[src/rtl/seg_scan_capture.sv]
// seg_scan_capture: samples a multiplexed 6-digit 7-segment scan bus, waits
// for each digit slot to settle, decodes it back to BCD and reassembles the
// six digits into a frame. Flags bad patterns, multi-hot enables and a
// frozen scan.
//
// state     | meaning
// ----------+-----------------------------------------------------------
// ST_IDLE   | no digit enabled, waiting for a one-hot enable
// ST_SETTLE | one-hot enable seen, counting identical samples
// ST_HOLD   | slot captured, waiting for enable or segments to change
// ST_ERR    | multi-hot enable, waiting for it to become legal again
module seg_scan_capture #(
    parameter int unsigned SETTLE      = 4,
    parameter int unsigned TIMEOUT     = 1000000,
    parameter bit          ENB_ACT_LOW = 1'b0,
    parameter bit          SEG_ACT_LOW = 1'b0
) (
    input  logic        clk,
    input  logic        rst_n,
    input  logic [6:0]  i_seg,
    input  logic        i_seg_dp,
    input  logic [5:0]  i_seg_enb,
    output logic [23:0] o_digits,
    output logic [5:0]  o_dp,
    output logic        o_valid,
    output logic        o_err,
    output logic        o_stall
);

    localparam logic [3:0]  SETTLE_C  = 4'(SETTLE);
    localparam logic [19:0] TIMEOUT_C = 20'(TIMEOUT);

    typedef enum logic [1:0] {ST_IDLE, ST_SETTLE, ST_HOLD, ST_ERR} state_t;

    logic [6:0]  seg_n, seg_q, seg_p;
    logic        dp_n, dp_q, dp_p;
    logic [5:0]  enb_n, enb_q, enb_p;
    state_t      state_q, state_d;
    logic [3:0]  cnt_q, cnt_d;
    logic [5:0]  mask_q, mask_d;
    logic [23:0] shadow_dig_q;
    logic [5:0]  shadow_dp_q;
    logic [23:0] digits_q;
    logic [5:0]  dp_out_q;
    logic        valid_q, err_q, err_d;
    logic [19:0] idle_q;
    logic        capture;
    logic [3:0]  dec_nib;
    logic        dec_bad;
    logic        enb_zero, enb_one, enb_multi, same;

    assign seg_n = SEG_ACT_LOW ? ~i_seg : i_seg;
    assign dp_n  = SEG_ACT_LOW ? ~i_seg_dp : i_seg_dp;
    assign enb_n = ENB_ACT_LOW ? ~i_seg_enb : i_seg_enb;

    assign enb_zero  = (enb_q == 6'd0);
    assign enb_one   = $onehot(enb_q);
    assign enb_multi = !enb_zero && !enb_one;
    assign same      = ({enb_q, seg_q, dp_q} == {enb_p, seg_p, dp_p});

    // Input register plus one delayed copy used for sample-to-sample compares.
    always_ff @(posedge clk or negedge rst_n) begin
        if (!rst_n) begin
            seg_q <= '0;
            dp_q  <= 1'b0;
            enb_q <= '0;
            seg_p <= '0;
            dp_p  <= 1'b0;
            enb_p <= '0;
        end else begin
            seg_q <= seg_n;
            dp_q  <= dp_n;
            enb_q <= enb_n;
            seg_p <= seg_q;
            dp_p  <= dp_q;
            enb_p <= enb_q;
        end
    end

    // Segment pattern to nibble; unknown patterns decode to E and are flagged.
    always_comb begin
        dec_nib = 4'hE;
        dec_bad = 1'b0;
        case (seg_q)
            7'h7E: dec_nib = 4'h0;
            7'h30: dec_nib = 4'h1;
            7'h6D: dec_nib = 4'h2;
            7'h79: dec_nib = 4'h3;
            7'h33: dec_nib = 4'h4;
            7'h5B: dec_nib = 4'h5;
            7'h5F: dec_nib = 4'h6;
            7'h70: dec_nib = 4'h7;
            7'h7F: dec_nib = 4'h8;
            7'h7B: dec_nib = 4'h9;
            7'h00: dec_nib = 4'hF;
            default: dec_bad = 1'b1;
        endcase
    end

    // Next-state logic; a slot is captured on the cycle its counter reaches SETTLE.
    always_comb begin
        state_d = state_q;
        cnt_d   = cnt_q;
        capture = 1'b0;
        case (state_q)
            ST_IDLE: begin
                if (enb_multi) state_d = ST_ERR;
                else if (enb_one) begin
                    state_d = ST_SETTLE;
                    cnt_d   = 4'd1;
                end
            end
            ST_SETTLE: begin
                if (enb_multi)     state_d = ST_ERR;
                else if (enb_zero) state_d = ST_IDLE;
                else if (same)     cnt_d   = cnt_q + 4'd1;
                else               cnt_d   = 4'd1;
            end
            ST_HOLD: begin
                if (!same) begin
                    if (enb_multi)     state_d = ST_ERR;
                    else if (enb_zero) state_d = ST_IDLE;
                    else begin
                        state_d = ST_SETTLE;
                        cnt_d   = 4'd1;
                    end
                end
            end
            ST_ERR: begin
                if (enb_zero) state_d = ST_IDLE;
                else if (enb_one) begin
                    state_d = ST_SETTLE;
                    cnt_d   = 4'd1;
                end
            end
            default: state_d = ST_IDLE;
        endcase
        // Checked after the case so that SETTLE=1 captures on entry.
        if (state_d == ST_SETTLE && cnt_d >= SETTLE_C) begin
            capture = 1'b1;
            state_d = ST_HOLD;
        end
        err_d  = ((state_d == ST_ERR) && (state_q != ST_ERR)) || (capture && dec_bad);
        // Frame completion clears the mask first so a same-cycle capture counts
        // toward the next frame.
        mask_d = (mask_q == 6'h3F) ? 6'h00 : mask_q;
        if (capture) mask_d = mask_d | enb_q;
    end

    // FSM state, settle counter and error pulse.
    always_ff @(posedge clk or negedge rst_n) begin
        if (!rst_n) begin
            state_q <= ST_IDLE;
            cnt_q   <= '0;
            err_q   <= 1'b0;
        end else begin
            state_q <= state_d;
            cnt_q   <= cnt_d;
            err_q   <= err_d;
        end
    end

    // Shadow slots, capture mask and published frame.
    always_ff @(posedge clk or negedge rst_n) begin
        if (!rst_n) begin
            mask_q       <= '0;
            shadow_dig_q <= '0;
            shadow_dp_q  <= '0;
            digits_q     <= '0;
            dp_out_q     <= '0;
            valid_q      <= 1'b0;
        end else begin
            mask_q  <= mask_d;
            valid_q <= (mask_q == 6'h3F);
            if (mask_q == 6'h3F) begin
                digits_q <= shadow_dig_q;
                dp_out_q <= shadow_dp_q;
            end
            for (int i = 0; i < 6; i++) begin
                if (capture && enb_q[i]) begin
                    shadow_dig_q[i*4 +: 4] <= dec_nib;
                    shadow_dp_q[i]         <= dp_q;
                end
            end
        end
    end

    // Idle counter for stall detection, saturating at TIMEOUT.
    always_ff @(posedge clk or negedge rst_n) begin
        if (!rst_n) begin
            idle_q <= '0;
        end else if (enb_q != enb_p) begin
            idle_q <= '0;
        end else if (idle_q != TIMEOUT_C) begin
            idle_q <= idle_q + 20'd1;
        end
    end

    assign o_digits = digits_q;
    assign o_dp     = dp_out_q;
    assign o_valid  = valid_q;
    assign o_err    = err_q;
    assign o_stall  = (idle_q == TIMEOUT_C);

endmodule

[config.mk]
export PLATFORM = sky130hd
export DESIGN_NAME = seg_scan_capture
export DESIGN_NICKNAME = d
export VERILOG_FILES = /design/src/rtl/seg_scan_capture.sv
export SDC_FILE = /design/constraint.sdc
export NUM_CORES = 1
export LEC_CHECK = 0
export ABC_AREA = 1
export BUFFER_PORTS_ARGS = -buffer_cell sky130_fd_sc_hd__buf_2
export CAP_MARGIN = 25
export CORE_ASPECT_RATIO = 0.5
export CORE_MARGIN = 5
export CORE_UTILIZATION = 60
export CTS_CLUSTER_DIAMETER = 120
export DETAILED_ROUTE_END_ITERATION = 8
export HOLD_SLACK_MARGIN = 0.03
export MAX_ROUTING_LAYER = met4
export PLACE_DENSITY = 0.87
export SLEW_MARGIN = 20
export SYNTH_ARGS = -nofsm -noshare
export SYNTH_HDL_FRONTEND = slang
export SYNTH_SLANG_ARGS = --single-unit
[constraint.sdc]
create_clock -name clk -period 5.9 [get_ports clk]
set_input_delay 0.59 -clock clk [delete_from_list [all_inputs] [get_ports clk]]
set_output_delay 0.59 -clock clk [all_outputs]
set_load 0.03 [all_outputs]
# [Word-level counts from Yosys, hierarchy flattened]
# Index checks and enable logic that the tools add are counted.
[op_classes] n_addsub=7 n_reduce_logical=18 eq_ne=22 n_lt_le_gt_ge=1 mux=27 n_bitwise=1
[op_table] op="7-bit equality test, second input constant" count=8
[op_table] op="4-bit one-hot mux with 11 select lines" count=1
[op_table] op="20-bit two-way mux" count=2
[op_table] op="4-bit two-way mux" count=9
[op_table] op="20-bit by 1-bit adder with 20-bit output, second input constant" count=1
[op_table] op="20-bit equality test, second input constant" count=1
[op_table] op="20-bit != test, second input constant" count=1
[op_table] op="2-bit two-way mux" count=8
[op_table] op="4-bit one-hot mux with 4 select lines" count=1
[op_table] op="14-bit equality test" count=1
[op_table] op="7-bit by 6-bit equality test with 1-bit output, second input constant" count=2
[op_table] op="6-bit two-way mux" count=2
[op_table] op="11-bit OR reduction" count=1
[op_table] op="1-bit logical AND" count=10
[op_table] op="2-bit one-hot mux with 4 select lines" count=1
[op_table] op="7-bit zero test" count=1
[op_table] op="1-bit by 1-bit adder with 2-bit output" count=3
[op_table] op="2-bit equality test, second input constant" count=3
[op_table] op="6-bit equality test, second input constant" count=1
[op_table] op="6-bit zero test" count=1
[op_table] op="6-bit != test" count=1
[op_table] op="6-bit bitwise OR" count=1
[op_table] op="4-bit by 1-bit adder with 4-bit output, second input constant" count=1
[op_table] op="2-bit by 1-bit equality test with 1-bit output, second input constant" count=2
[op_table] op="other kinds (10)" count=13
[word_totals] out_inout_bits=33 register_bits=122

# [Depth between registers and ports, before layout]
[depth] ltp_word=15 mapped_depth=18 mapped_depth_nobuf=17

# [Worst setup path after synthesis]
# Ideal clock, no wire load.
[synth_path] path_type="register -> register" startpoint="register enb_q[1]" endpoint="register shadow_dig_q[11]" n_path_buf=3 period_less_slack_ns=3.397 stages_incl_launch_ff=19 required_ns=5.833 arrival_time_ns=3.330 setup_ns=0.067 path_slack_ns=2.503 cell_sequence="dfrtp_1 > buf_4 > inv_2 > fa_1 > fa_1 > inv_1 > ha_1 > fa_1 > nor3_2 > nand2_1 > nor2_1 > nand2_1 > nand2_1 > nand3_1 > nand2_1 > buf_6 > buf_6 > nand4_1 > nand2_1"
[synth_between] elab_chain_len=13 word_cells_on_any_way=33
[synth_rtl] element="start, declared" line_no="37" rtl="logic [5:0] enb_n, enb_q, enb_p;"
[synth_rtl] element="start signal, assigned" line_no="73" rtl="enb_q <= enb_n;"
[synth_rtl] element="1-bit by 1-bit adder with 2-bit output (not written as such)" line_no="57" rtl="assign enb_one = $onehot(enb_q);"
[synth_rtl] element="2-bit by 2-bit adder with 3-bit output (not written as such)" line_no="57"
[synth_rtl] element="3-bit by 2-bit adder with 3-bit output (not written as such)" line_no="57"
[synth_rtl] element="3-bit by 1-bit equality test with 1-bit output" line_no="57"
[synth_rtl] element="1-bit zero test" line_no="58" rtl="assign enb_multi = !enb_zero && !enb_one;"
[synth_rtl] element="1-bit logical AND" line_no="58"
[synth_rtl] element="4-bit two-way mux / 2-bit two-way mux (equally long branches)" line_no="121" rtl="if (enb_multi) state_d = ST_ERR;"
[synth_rtl] element="4-bit two-way mux / 2-bit two-way mux (equally long branches)" line_no="120" rtl="if (!same) begin"
[synth_rtl] element="4-bit one-hot mux with 4 select lines / 2-bit one-hot mux with 4 select lines (equally long branches)" line_no="105" rtl="case (state_q)"
[synth_rtl] element="4-bit by 3-bit >= comparator with 1-bit output / 2-bit by 1-bit equality test with 1-bit output (equally long branches)" line_no="139" rtl="if (state_d == ST_SETTLE && cnt_d >= SETTLE_C) begin"
[synth_rtl] element="1-bit logical AND *" line_no="139"
[synth_rtl] element="1-bit two-way mux *" line_no="139"
[synth_rtl] element="1-bit logical AND *" line_no="180" rtl="if (capture && enb_q[i]) begin"
[synth_rtl] element="end signal, assigned by index" line_no="181" rtl="shadow_dig_q[i*4 +: 4] <= dec_nib;"
[synth_rtl] element="end, declared" line_no="41" rtl="logic [23:0] shadow_dig_q;"
# Mark *: on every way between the ends. The rest lies on a longest branch, timed or not.
# A chain may end at the register's enable or synchronous reset.

# [Worst setup path after layout]
[layout_path] startpoint="register enb_q[0]" endpoint="register shadow_dig_q[5]"
# The elaborated chain is that of the path after synthesis.

==> results.json <==
{
  "outcome": "complete, no violations",
  "yosysSeqAreaShare_pct": 55.85,
  "drc": 0,
  "grt-ovfl-total": 0,
  "fmaxAchievable_mhz": 230.1,
  "grt_pass1_wl_um": 21670,
  "synthSimpleGateAreaFrac_pct": 29.53,
  "clkPwrFrac_pct": 50.3,
  "antenna_found_initial": 0,
  "die_area_um2": 11240,
  "switching_share_pct": 23.87,
  "max_stage_delay_ns": 0.52,
  "p_leak_nw": 3.503,
  "reg2reg_from": "enb_q[0]$_DFF_PN0_",
  "avgSynthCellArea_um2": 8.462,
  "reg2reg_slack_ns": 1.55,
  "fp.dieW_um": 145.0,
  "p_per_area_nw_per_um2": 335.9,
  "viasPerCell": 5.573,
  "diodes": 0,
  "layout_common_cells": "243 x nand2_1, 122 x dfrtp_1, 58 x inv_1",
  "core_area_um2": 8798,
  "syn_nets": 670,
  "p_seq_share_pct": 42.1,
  "grt_max_degree": 81,
  "grt_usage_pct": 24.71,
  "portBuffers": 48,
  "drtIter0Drc": 348,
  "setup_tns_ns": 0,
  "clock-sinks": 122,
  "critPathKind": "reg2reg",
  "nFillCells": 596,
  "ant_nets": 0,
  "netlist-cell-type-count": 35,
  "cp_slowest_cell": "dfrtp_1",
  "syn_inst": 646,
  "drv_slew": 0,
  "cp_max_fo": 33,
  "gp_congestion": 0.9542,
  "synth_top_family_by_area": "simple AND/OR/NAND/NOR gates",
  "path_clk_slew_ns": 0.06,
  "start_util_pct": 62.13,
  "cts_tree": "yes",
  "root_buffer": "clkbuf_16",
  "hold_class": "in2async",
  "netlist_area_um2": 5466,
  "rsz0062_at_grt": "false",
  "cp-end-kind": "register",
  "p_int_mw": 1.638,
  "fin_crit_sh_pct": 73.67,
  "synth_fa_ha_area_share_pct": 2.243,
  "maxSlewHeadroom_pct": 59.49,
  "r2r_end": "shadow_dig_q[5]$_DFFE_PN0P_",
  "vdd_drop_max_uv": 228.4,
  "cts_setup_buffers": 0,
  "cts_resized": 0,
  "nets": 721,
  "insertion_delay_ns": 0.41,
  "synth_area_leaders": "dfrtp_1 56%, nand2_1 17%, nand4_1 4.3%",
  "vias": 4603,
  "synth_xor_area_share_pct": 0.4807,
  "drt_wl_total_um": 12830,
  "cp.arrival_ns": 4.63,
  "crit_top_cell": "nand2_1",
  "grt_pass1_vias": 4493,
  "max_slew.worst_pin.slew_ns": 0.6055,
  "cap_violations": 0,
  "yosysTopAreaCellShare_pct": 55.85,
  "synth.largest_area_cell": "dfrtp_1",
  "cts_buffers": 17,
  "cts_max_level": 4,
  "final_common_cell": "nand2_1",
  "start_kind": "register",
  "power.switching_mw": 0.5138,
  "ys_ff_latch": 122,
  "cts_buffer_depth": 2,
  "finClkSkew_ns": 0.01016,
  "hpwlAfterDp_um": 7757,
  "setup_violations": 0,
  "yosys_warnings": 0,
  "hold_viol": 0,
  "cp_cell_sequence": "inv_2, fa_1, fa_1, inv_1, ha_1, fa_1, nor3_2, nand2_1, nor2_1, nand2_1, nand2_1, nand3_1, nand2_2, nand3_2, nand2_1, nand2_1",
  "reg2regPathDepth": 16,
  "layout-drive-gt1-share_pct": 15.09,
  "num_io_pins": 49,
  "synth_compound_gate_area_share_pct": 4.555,
  "syn_to_final_growth_pct": 17.21,
  "power_frac_comb_pct": 7.6,
  "whs_ns": 0.1701,
  "postCtsHoldBufs": 0,
  "synth_mux_area_share_pct": 0,
  "fp.dieH_um": 77.50,
  "fp-row-count": 24,
  "first_pass_iters": 6,
  "min_period_ns": 4.347,
  "wl_per_cell_um": 15.53,
  "crit_required_ns": 6.18
}
==> cell usage after synthesis <==
cell type  instances
a211oi_1           2
a21oi_1           23
a31oi_1            1
and3_1             1
buf_1              1
buf_2              6
buf_4              5
buf_6              3
clkbuf_1           7
clkinv_1           1
dfrtp_1          122
fa_1               3
ha_1               5
inv_1             58
inv_2             13
nand2_1          244
nand2_2            2
nand3_1           27
nand3_2            6
nand4_1           38
nor2_1            35
nor2_4             1
nor3_1            11
nor3_2             1
nor3b_1            1
nor4_1             3
o21a_1             1
o21ai_0           14
o21ai_1            4
o21bai_1           1
o31ai_1            1
or2_0              1
or2_2              1
xnor2_1            2
xor2_1             1
==> worst max-delay path: cells and delay by family, from the launching register on <==
| kind | cells | cell delay, ns |
|---|---|---|
| flops | 1 | 0.52 |
| buf+inv | 2 | 0.17 |
| fa+ha+maj | 4 | 1.68 |
| simple gates | 10 | 1.84 |
==> metal layers <==
metal  track usage (%)  wire length [um]  vias up
li1                  -                 -     2178
met1             30.29              5242     2165
met2             39.57              6274      226
met3             6.927               983       34
met4             9.492               325        0
met5                 -                 0        -
==> state kept, by name, indices dropped and copies added (netlist names) <==
register / flops
dp_p: 1
enb_p: 6
shadow_dp_q: 6
dp_q: 1
seg_p: 7
o_dp: 6
o_digits: 24
shadow_dig_q: 24
seg_q: 7
state_q: 2
enb_q: 6
o_valid: 1
mask_q: 6
o_err: 1
idle_q: 20
cnt_q: 4
==> how the worst max path moves through the flow <==
| stage | slack, ns | startpoint | end |
|---|---|---|---|
| finish | 1.55 | enb_q[0]$_DFF_PN0_ | shadow_dig_q[5]$_DFFE_PN0P_ |
| global route | 1.26 | enb_q[0]$_DFF_PN0_ | shadow_dig_q[5]$_DFFE_PN0P_ |
| CTS | 1.22 | enb_q[0]$_DFF_PN0_ | shadow_dig_q[5]$_DFFE_PN0P_ |
| detailed placement | 1.41 | enb_q[0]$_DFF_PN0_ | shadow_dig_q[11]$_DFFE_PN0P_ |
| global placement | 1.57 | enb_q[0]$_DFF_PN0_ | shadow_dig_q[5]$_DFFE_PN0P_ |
| floorplan | 2.50 | enb_q[1]$_DFF_PN0_ | shadow_dig_q[11]$_DFFE_PN0P_ |
==> power groups by stage <==
stage | Combinational (mW) | Sequential, mW | Clock, mW
after floorplan | 0.117 | 0.908 | 0
after global placement | 0.150 | 0.917 | 0
after detailed placement | 0.158 | 0.918 | 0
after CTS | 0.162 | 0.905 | 1.08
after global routing | 0.186 | 0.910 | 1.13
final | 0.164 | 0.907 | 1.08
==> area by class of cell <==
type,instances,area [um^2],share of cell area [%]
clock buffers,25,505.5,7.889
flip-flops and latches,122,3053,47.65
clock inverters,6,110.1,1.718
multi-input cells,430,2014,31.44
well taps,117,146.4,2.285
repair buffers,54,307.8,4.804
inverters,72,270.3,4.218
==> metrics by stage <==
stage	total power, mW	area (um^2)	utilization, %	setup slack, ns	cells
2_1_floorplan	1.025	5466	-	2.503	646
3_3_place_gp	1.066	5754	65.40	1.566	793
3_5_place_dp	1.076	5754	65.40	1.410	793
4_1_cts	2.150	6370	72.40	1.222	824
5_1_grt	2.229	6407	72.82	1.261	826
6_report	2.152	6407	72.82	1.553	826
==> logic make-up after synthesis <==
| family | Yosys count |
|---|---|
| and+or+nand+nor | 372 |
| DFF | 122 |
| buffers and inverters | 94 |
| AOI/OAI and AO/OA | 47 |
| adders and majority gates | 8 |
| xor gates and xnor gates | 3 |
(Power assumes the default switching activity.)
